## config.mk

```make
export PLATFORM = sky130hd
export DESIGN_NAME = seq_divider
export DESIGN_NICKNAME = d
export VERILOG_FILES = /design/src/rtl/div_pkg.sv /design/src/rtl/seq_divider_step.sv /design/src/rtl/seq_divider.sv
export SDC_FILE = /design/constraint.sdc
export NUM_CORES = 1
export LEC_CHECK = 0
export CAP_MARGIN = 20
export CORE_MARGIN = 3
export CORE_UTILIZATION = 48
export CTS_CLUSTER_DIAMETER = 50
export DETAILED_ROUTE_END_ITERATION = 16
export PLACE_DENSITY = 0.75
export SYNTH_ARGS = -nofsm -noshare
export SYNTH_HDL_FRONTEND = slang
export SYNTH_SLANG_ARGS = --single-unit
```

## constraint.sdc

```tcl
create_clock -name clk -period 1.9 [get_ports clk]
set_input_delay 0.57 -clock clk [delete_from_list [all_inputs] [get_ports clk]]
set_output_delay 0.57 -clock clk [all_outputs]
set_load 0.1 [all_outputs]
```

## src/rtl/div_pkg.sv

```systemverilog
// -----------------------------------------------------------------------------
// div_pkg
// Shared definitions for the sequential restoring divider:
//   - state_t            : divider FSM states (IDLE, RUN, DONE)
//   - DIV_WIDTH_DEFAULT  : default operand width
//   - clog2()            : width of the step counter for a given operand width
// -----------------------------------------------------------------------------
package div_pkg;

    typedef enum logic [1:0] {
        IDLE = 2'b00,
        RUN  = 2'b01,
        DONE = 2'b10
    } state_t;

    localparam int DIV_WIDTH_DEFAULT = 32'sd8;

    // Ceiling log2, never less than 1 so a counter always has at least one bit.
    function automatic int clog2(input int value);
        int res;
        int v;
        res = 32'sd0;
        v   = value - 32'sd1;
        while (v > 32'sd0) begin
            res = res + 32'sd1;
            v   = v >>> 1;
        end
        return (res < 32'sd1) ? 32'sd1 : res;
    endfunction

endpackage

```

## src/rtl/seq_divider_step.sv

```systemverilog
// -----------------------------------------------------------------------------
// div_step
// One combinational restoring-division step.
//   rem_i     : current partial remainder (always < divisor, so WIDTH bits)
//   bit_i     : next dividend bit shifted in (MSB first)
//   divisor_i : divisor
//   rem_o     : next partial remainder
//   qbit_o    : quotient bit produced by this step
// -----------------------------------------------------------------------------
module div_step #(
    parameter int WIDTH = 8
) (
    input  logic [WIDTH-1:0] rem_i,
    input  logic             bit_i,
    input  logic [WIDTH-1:0] divisor_i,
    output logic [WIDTH-1:0] rem_o,
    output logic             qbit_o
);

    logic [WIDTH:0] shifted_s;

    // Shift in the next bit and conditionally subtract. The compare is done
    // on WIDTH+1 bits so it cannot overflow; the subtraction itself can stay
    // WIDTH bits because the true difference is always below the divisor.
    always_comb begin
        shifted_s = {rem_i, bit_i};
        if (shifted_s >= {1'b0, divisor_i}) begin
            qbit_o = 1'b1;
            rem_o  = shifted_s[WIDTH-1:0] - divisor_i;
        end else begin
            qbit_o = 1'b0;
            rem_o  = shifted_s[WIDTH-1:0];
        end
    end

endmodule

```

## src/rtl/seq_divider.sv

```systemverilog
// -----------------------------------------------------------------------------
// seq_divider
// Iterative unsigned restoring divider, one quotient bit per clock.
//   clk, rst            : clock, synchronous active-high reset
//   start               : request a division (accepted when busy=0)
//   dividend, divisor   : operands, sampled on the accept edge only
//   busy                : division in progress
//   done                : one-cycle pulse, results valid from this cycle
//   quotient, remainder : results, held until the next result or reset
//   div_by_zero         : divisor was zero (quotient all ones, remainder=dividend)
// All outputs are registered.
// -----------------------------------------------------------------------------
module seq_divider
    import div_pkg::*;
#(
    parameter int WIDTH = DIV_WIDTH_DEFAULT
) (
    input  logic             clk,
    input  logic             rst,
    input  logic             start,
    input  logic [WIDTH-1:0] dividend,
    input  logic [WIDTH-1:0] divisor,
    output logic             busy,
    output logic             done,
    output logic [WIDTH-1:0] quotient,
    output logic [WIDTH-1:0] remainder,
    output logic             div_by_zero
);

    localparam int CNT_W = clog2(WIDTH);

    state_t           state_q, state_d;
    logic [CNT_W-1:0] cnt_q, cnt_d;
    logic [WIDTH-1:0] dvs_q, dvs_d;     // latched divisor
    logic [WIDTH-1:0] shq_q, shq_d;     // dividend shifting out / quotient shifting in
    logic [WIDTH-1:0] rem_q, rem_d;     // partial remainder
    logic [WIDTH-1:0] quo_q, quo_d;
    logic [WIDTH-1:0] rmo_q, rmo_d;
    logic             busy_q, busy_d;
    logic             done_q, done_d;
    logic             dbz_q, dbz_d;

    logic [WIDTH-1:0] step_rem_s;
    logic             step_bit_s;

    div_step #(.WIDTH(WIDTH)) u_step (
        .rem_i     (rem_q),
        .bit_i     (shq_q[WIDTH-1]),
        .divisor_i (dvs_q),
        .rem_o     (step_rem_s),
        .qbit_o    (step_bit_s)
    );

    // Next-state and datapath logic for the IDLE/RUN/DONE controller.
    always_comb begin
        state_d = state_q;
        cnt_d   = cnt_q;
        dvs_d   = dvs_q;
        shq_d   = shq_q;
        rem_d   = rem_q;
        quo_d   = quo_q;
        rmo_d   = rmo_q;
        busy_d  = 1'b0;
        done_d  = 1'b0;
        dbz_d   = dbz_q;
        case (state_q)
            IDLE, DONE: begin
                if (start) begin
                    dvs_d = divisor;
                    shq_d = dividend;
                    rem_d = {WIDTH{1'b0}};
                    cnt_d = {CNT_W{1'b0}};
                    if (divisor == {WIDTH{1'b0}}) begin
                        // Zero divisor short-circuits straight to DONE.
                        state_d = DONE;
                        done_d  = 1'b1;
                        quo_d   = {WIDTH{1'b1}};
                        rmo_d   = dividend;
                        dbz_d   = 1'b1;
                    end else begin
                        state_d = RUN;
                        busy_d  = 1'b1;
                    end
                end else begin
                    state_d = IDLE;
                end
            end
            RUN: begin
                shq_d = {shq_q[WIDTH-2:0], step_bit_s};
                rem_d = step_rem_s;
                cnt_d = cnt_q + CNT_W'(1'b1);
                if (cnt_q == CNT_W'(WIDTH - 1)) begin
                    // Last step: publish results directly from the step output.
                    state_d = DONE;
                    done_d  = 1'b1;
                    quo_d   = {shq_q[WIDTH-2:0], step_bit_s};
                    rmo_d   = step_rem_s;
                    dbz_d   = 1'b0;
                end else begin
                    busy_d  = 1'b1;
                end
            end
            default: begin
                state_d = IDLE;
            end
        endcase
    end

    // State and output registers with synchronous reset.
    always_ff @(posedge clk) begin
        if (rst) begin
            state_q <= IDLE;
            cnt_q   <= {CNT_W{1'b0}};
            dvs_q   <= {WIDTH{1'b0}};
            shq_q   <= {WIDTH{1'b0}};
            rem_q   <= {WIDTH{1'b0}};
            quo_q   <= {WIDTH{1'b0}};
            rmo_q   <= {WIDTH{1'b0}};
            busy_q  <= 1'b0;
            done_q  <= 1'b0;
            dbz_q   <= 1'b0;
        end else begin
            state_q <= state_d;
            cnt_q   <= cnt_d;
            dvs_q   <= dvs_d;
            shq_q   <= shq_d;
            rem_q   <= rem_d;
            quo_q   <= quo_d;
            rmo_q   <= rmo_d;
            busy_q  <= busy_d;
            done_q  <= done_d;
            dbz_q   <= dbz_d;
        end
    end

    assign busy        = busy_q;
    assign done        = done_q;
    assign quotient    = quo_q;
    assign remainder   = rmo_q;
    assign div_by_zero = dbz_q;

endmodule

```

# Word level (Yosys, flattened, before mapping)
# Index checks and enable logic that the tools add are counted.
op_classes:
  addsub: 2
  n_mul: 0
  div_mod_pow: 0
  n_lt_le_gt_ge: 1
  n_eq_ne: 6
  n_shift: 0
  n_mux: 32
  n_bitwise: 0
  reduce_logical: 7
op_table:
  columns: ["operator", "count"]
  rows:
  - ["$mux W8", 9]
  - ["$pmux W8 S2", 4]
  - ["$mux W1", 10]
  - ["$ge A9 B8 Y1", 1]
  - ["$logic_not A8 Y1", 1]
  - ["$sub A8 B8 Y8", 1]
  - ["$mux W2", 3]
  - ["$ne A2 B2 Y1 const B", 3]
  - ["$pmux W1 S2", 3]
  - ["$pmux W3 S2", 1]
  - ["$pmux W2 S2", 1]
  - ["$reduce_and A2 Y1", 2]
  - ["$reduce_and A4 Y1", 1]
  - ["$add A3 B1 Y3 const B", 1]
  - ["$eq A3 B3 Y1 const B", 1]
  - ["$mux W3", 1]
  - ["$eq A2 B1 Y1 const B", 1]
  - ["$eq A2 B2 Y1 const B", 1]
  - ["$logic_not A2 Y1", 1]
  - ["$reduce_bool A2 Y1", 1]
  - ["$reduce_or A2 Y1", 1]
word_totals:
  reg_bits: 48
  latch_bits: 0
  mem_bits_rw: 0
  mem_bits_ro: 0
  in_bits: 19
  output_inout_bits: 19
  word_cells: 58
  n_memories: 0

# Logic depth before layout (Yosys ltp)
logic_depth:
  ltp_word: 4
  depth_mapped: 10
  depth_no_buf: 9

# By module
# From an unflattened synthesis, not the netlist that was laid out.
unflattened:
  hier_cells: 277
  area_unflattened_um2: 2428.6
by_module_without_submodules:
  columns: ["mod", "instances", "cells_each", "area_per_inst_um2", "seq_area_each_um2"]
  rows:
  - ["seq_divider", 1, 211, 1889.3, 960.9]
  - ["div_step", 1, 66, 539.3, 0.0]

# Worst setup path after synthesis
# OpenSTA, ideal clock, no wires.
synth_timing:
  path_type: "reg-to-reg"
  startpoint: "register shq_q[7]"
  endpoint: "register rmo_q[6] (netlist: remainder[6])"
  setup_ps: 131
  t_arrival_ps: 2022
  required_ps: 1769
  setup_slack_ps: -253
  path_stages_with_launch: 10
  path_buffers: 0
  period_less_slack_ps: 2153
  path_cell_list: "dfxtp_1 inv_1 ha_1 fa_1 nand2b_1 a21oi_1 a211oi_1 mux2_2 a221oi_1 o21ai_0"
synth_between:
  elab_chain_cells: 4
  word_cells_on_any_way: 5
  cone_classes: "1 x add/sub; 1 x order compare; 3 x mux"
synth_lines:
  columns: ["element", "line", "source"]
  rows:
  - ["from (decl)", "seq_divider.sv:35", "logic [WIDTH-1:0] shq_q, shq_d;"]
  - ["from (signal assigned)", "seq_divider.sv:115", "shq_q <= {WIDTH{1'b0}};"]
  - ["from (signal assigned)", "seq_divider.sv:126", "shq_q <= shq_d;"]
  - ["$sub A8 B8 Y8 or $ge A9 B8 Y1 (tied branches)", "seq_divider_step.sv:29, seq_divider_step.sv:27", null]
  - ["$mux W8 *", "seq_divider_step.sv:27", "if (shifted_s >= {1'b0, divisor_i}) begin"]
  - ["$mux W8 *", "seq_divider.sv:92", "if (cnt_q == CNT_W'(WIDTH - 1)) begin"]
  - ["$pmux W8 S2 *", "seq_divider.sv:66", "case (state_q)"]
  - ["to (signal assigned)", "seq_divider.sv:118", "rmo_q <= {WIDTH{1'b0}};"]
  - ["to (signal assigned)", "seq_divider.sv:129", "rmo_q <= rmo_d;"]
  - ["to (decl)", "seq_divider.sv:38", "logic [WIDTH-1:0] rmo_q, rmo_d;"]
# Every way passes the cells marked *; elsewhere a longest branch is shown, timed or not. The select of a mux whose other input is x is not followed.
# A chain may end at the register's enable or synchronous reset.

# Final worst setup path
# Same ends and word-level chain as after synthesis.

==> summary.md <==
| Metric | Value |
|---|---|
| Met1 global-route usage | 34.4% |
| Worst reg2reg path depth | 9 |
| Yosys warns | 0 |
| Clock power frac | a little over a fifth |
| Fraction of the cycle the final worst path needs | 108% |
| Worst-path clk slew | approximately 0.090 ns |
| Register area share after synthesis | 41.8% |
| Global-route track usage on met2 | between 30% and 40% |
| CP Data Arrival Time | 2.26 ns |
| H-tree levels | 2 |
| Pleak | 1.38 nW |
| Die Area | 5660 µm² |
| TritonCTS buffer count | 5 |
| Port Buffers | 37 |
| Final setup TNS | -0.615 ns |
| RSZ-0062 raised after global routing | yes |
| Net Sw Power | 1.08 mW |
| Synthesis-stage register bit count | 48 |
| Antenna violations before repair | 0 |
| GRT Util Overall | 24.5% |
| Status | finished with violations |
| Clock Skew | roughly 0.0045 ns |
| Setup slack, reg-to-reg | -0.16 ns |
| Max FO, Critical Path | 2 |
| GRT overflow | 0 |
| R2R Path Start | shq_q[7]$_SDFFE_PP0P_ |
| Final ANT Viol Nets | 0 |
| Sequential Power Share | 35.7% |
| Hold-critical path depth | 2 |
| Ratio of cells with drive above 1 in the final layout | between 30% and 40% |
| Wire per inst | around 16 µm |
| Gr busiest metal | met2 |
| First drt pass iteration count | 4 |
| CTS tree | done |
| Core Box Area | between 4000 and 5000 µm² |
| Detailed-route DRC error count | 0 |
| Hold Path Class | reg -> reg |
| Synth area leaders | dfxtp_1 42%, nand2_1 7.5%, nor2_1 6.7%, a21oi_1 5.7%, ha_1 5.4% |
| Largest net degree at the start of global routing | 30 |
| Skew-Pair Late Insertion Delay | about 0.30 ns |
| Total number of vias | around 2300 |
| Worst-margin pin slew | 0.581 ns |
| Vias in the first global route | around 2200 |
| Hold path startpoint | dvs_q[2]$_SDFFE_PP0P_ |
| Vias/cell | 5.70 |
| Area leader, netlist | dfxtp_1 |
| Chip width | about 75 µm |
| Pwr Total | between 3 and 4 mW |
| Ys flop type | dfxtp_1 |
| Clk buf depth | 2 |
| Req. time, crit path | 2.10 ns |
| Post-Synthesis Cell Area | between 2000 and 2500 µm² |
| Internal | 2.06 mW |
| CP endpoint kind | register |
| Final setup violation count | 6 |
| Failing checks | setup timing |
| Clock Tree Root | clkbuf_8 |
| Ys async rst share | 0% |
| GRT met3 Usage | 3.47% |
| Cell with the most instances after synthesis | dfxtp_1 |
| Yosys cell types | 45 |
| Max-slew violation count | 0 |
| DRT Wirelength | about 6600 µm |
| Post-layout min period | roughly 2 ns |
| List of most frequent post-synthesis cells | 48 x dfxtp_1, 46 x nand2_1, 41 x nor2_1 |
| Area Overhead vs Synth | 54.1% |
| Share of the synthesized area in the top cell type | 41.8% |
| Hold Path End | dvs_q[2]$_SDFFE_PP0P_ |
| Synthesized instance count | ~290 |
| GPL Wtd Cong | between 0.8 and 0.9 |
| Switching part of the total | 34.4% |
| Fmax | a little under 500 MHz |
| Slack of the critical path | -0.156 ns |
| CP Class | reg -> reg |
| Clock Sinks | 48 |
| Reg2Reg Capture Point | remainder[6]$_SDFFE_PP0P_ |
| Logic gate share of total power | 43.2% |
| Number of synthesized flops with an enable pin | 0 |
| Total of max-cap violations | 0 |
| Startpoint Class | register |
| Initial Util | about half |
| Io pins | 38 |
| Global-route wire length before repair | approximately 11000 µm |
| Pwr per Cell Area | 886 nW/µm² |
| Max VDD drop | 0.000651 V |
| Row cnt | 24 |
| Net Count, Synth | around 320 |
| Avg Cell Area, Syn | between 7 and 8 µm² |
| Hold Worst Slack | 0.462 ns |
| Post-layout nets | approximately 390 |
| Final hold violation count | 0 |
| Initial drt markers | ~210 |
| N_diodes | 0 |
| Detail Placement HPWL | between 4000 and 5000 µm |
| Die span in y | 75.2 µm |
| Slew margin rel. | 61.1% |
-- worst max-delay path by stage --
stage | start | slack [ns] | to | cells after the start
floorplan | shq_q[7]$_SDFFE_PP0P_ | -0.09 | remainder[6]$_SDFFE_PP0P_ | 9
detailed placement | divisor[7] | -0.57 | remainder[7]$_SDFFE_PP0P_ | 7
global placement | divisor[7] | -0.49 | remainder[7]$_SDFFE_PP0P_ | 7
global route | shq_q[7]$_SDFFE_PP0P_ | -0.24 | rem_q[6]$_SDFFE_PP0P_ | 9
finish | shq_q[7]$_SDFFE_PP0P_ | -0.16 | remainder[6]$_SDFFE_PP0P_ | 9
CTS | shq_q[7]$_SDFFE_PP0P_ | -0.16 | remainder[6]$_SDFFE_PP0P_ | 9
-- routing by layer --
layer  part of all wire (%)  up-vias
met5                      0        -
met4                    1.6        0
met3                    5.0       11
met2                     49       62
met1                     44     1131
li1                       -     1122
-- area by class of cell --
type                            instances  area [µm²]
Tap cell                               52        65.1
Fill cell                             299         933
Timing Repair Buffer                   79         895
Sequential cell                        48         972
Multi-Input combinational cell        210        1470
Clock buffer                            6        82.6
Clock inverter                          2        15.0
Inverter                               11        41.3
-- sequential cells by signal, indices dropped and copies added, names as in the netlist --
signal and count:
busy 1, cnt_q 3, div_by_zero 1, done 1
dvs_q 8, quotient 8, rem_q 8, remainder 8
shq_q 8, state_q 2
-- what timing repair did --
item                                    in CTS  in global routing
buffers inserted                             3                  0
endpoints found under the setup margin      22                 16
hold buffers                                 0                  0
endpoints found under the hold margin        0                  0
resized for setup                           37                 24
pin swaps                                   15                 13
-- critical path, cell delays in order (launching register included) --
cell and delay (ns):
dfxtp_2 0.36, inv_2 0.05, ha_4 0.16, fa_2 0.35, nand2b_4 0.16, a21oi_4 0.14
a211oi_2 0.10, mux2_4 0.32, a221oi_4 0.25, o21ai_1 0.08
-- cells in the final DEF, fill, tap and decap left out, types with 3 or more instances in the layout --
| cell type | instances |
|---|---|
| nand2b_1 | 3 |
| nor3_1 | 18 |
| nor2_1 | 41 |
| buf_4 | 37 |
| a21oi_1 | 22 |
| o21ai_0 | 3 |
| dfxtp_1 | 41 |
| a311oi_1 | 7 |
| nand2_1 | 46 |
| a21oi_4 | 3 |
| buf_12 | 21 |
| inv_1 | 9 |
| clkdlybuf4s15_1 | 4 |
| o21ai_1 | 5 |
| buf_6 | 3 |
| ha_4 | 7 |
| xnor2_1 | 3 |
| clkbuf_8 | 6 |
| clkdlybuf4s50_1 | 9 |
| a211oi_2 | 4 |
| dfxtp_2 | 6 |
| nor2b_4 | 3 |
-- power by group through the flow --
stage / clock (mW) / sequential [mW] / combinational [mW]
2_1_floorplan: 0 / 1.14 / 0.641
3_3_place_gp: 0 / 1.13 / 1.02
3_5_place_dp: 0 / 1.14 / 1.06
4_1_cts: 0.661 / 1.12 / 1.25
5_1_grt: 0.701 / 1.13 / 1.44
6_report: 0.663 / 1.12 / 1.36
-- stage by stage --
| stage | worst slack [ns] | std cells | cell area, µm² | util, % |
|---|---|---|---|---|
| after detailed placement | -0.570 | 397 | 3260 | 72.9 |
| after CTS | -0.157 | 408 | 3490 | 77.9 |
| after global placement | -0.493 | 397 | 3260 | 72.9 |
| final | -0.156 | 408 | 3540 | 79.1 |
| after global routing | -0.241 | 408 | 3540 | 79.1 |
| after floorplan | -0.0930 | 289 | 2410 | - |
-- cell families after synthesis --
| group | synth area share [%] |
|---|---|
| AOI/OAI and AO/OA | 18.2 |
| xor gates and xnor gates | 1.91 |
| adders and majority gates | 6.31 |
| buffers and inverters | 5.39 |
| DFF | 41.8 |
| muxes | 1.42 |
| and+or+nand+nor | 24.9 |
No activity file was read; power rests on OpenSTA's default activity.
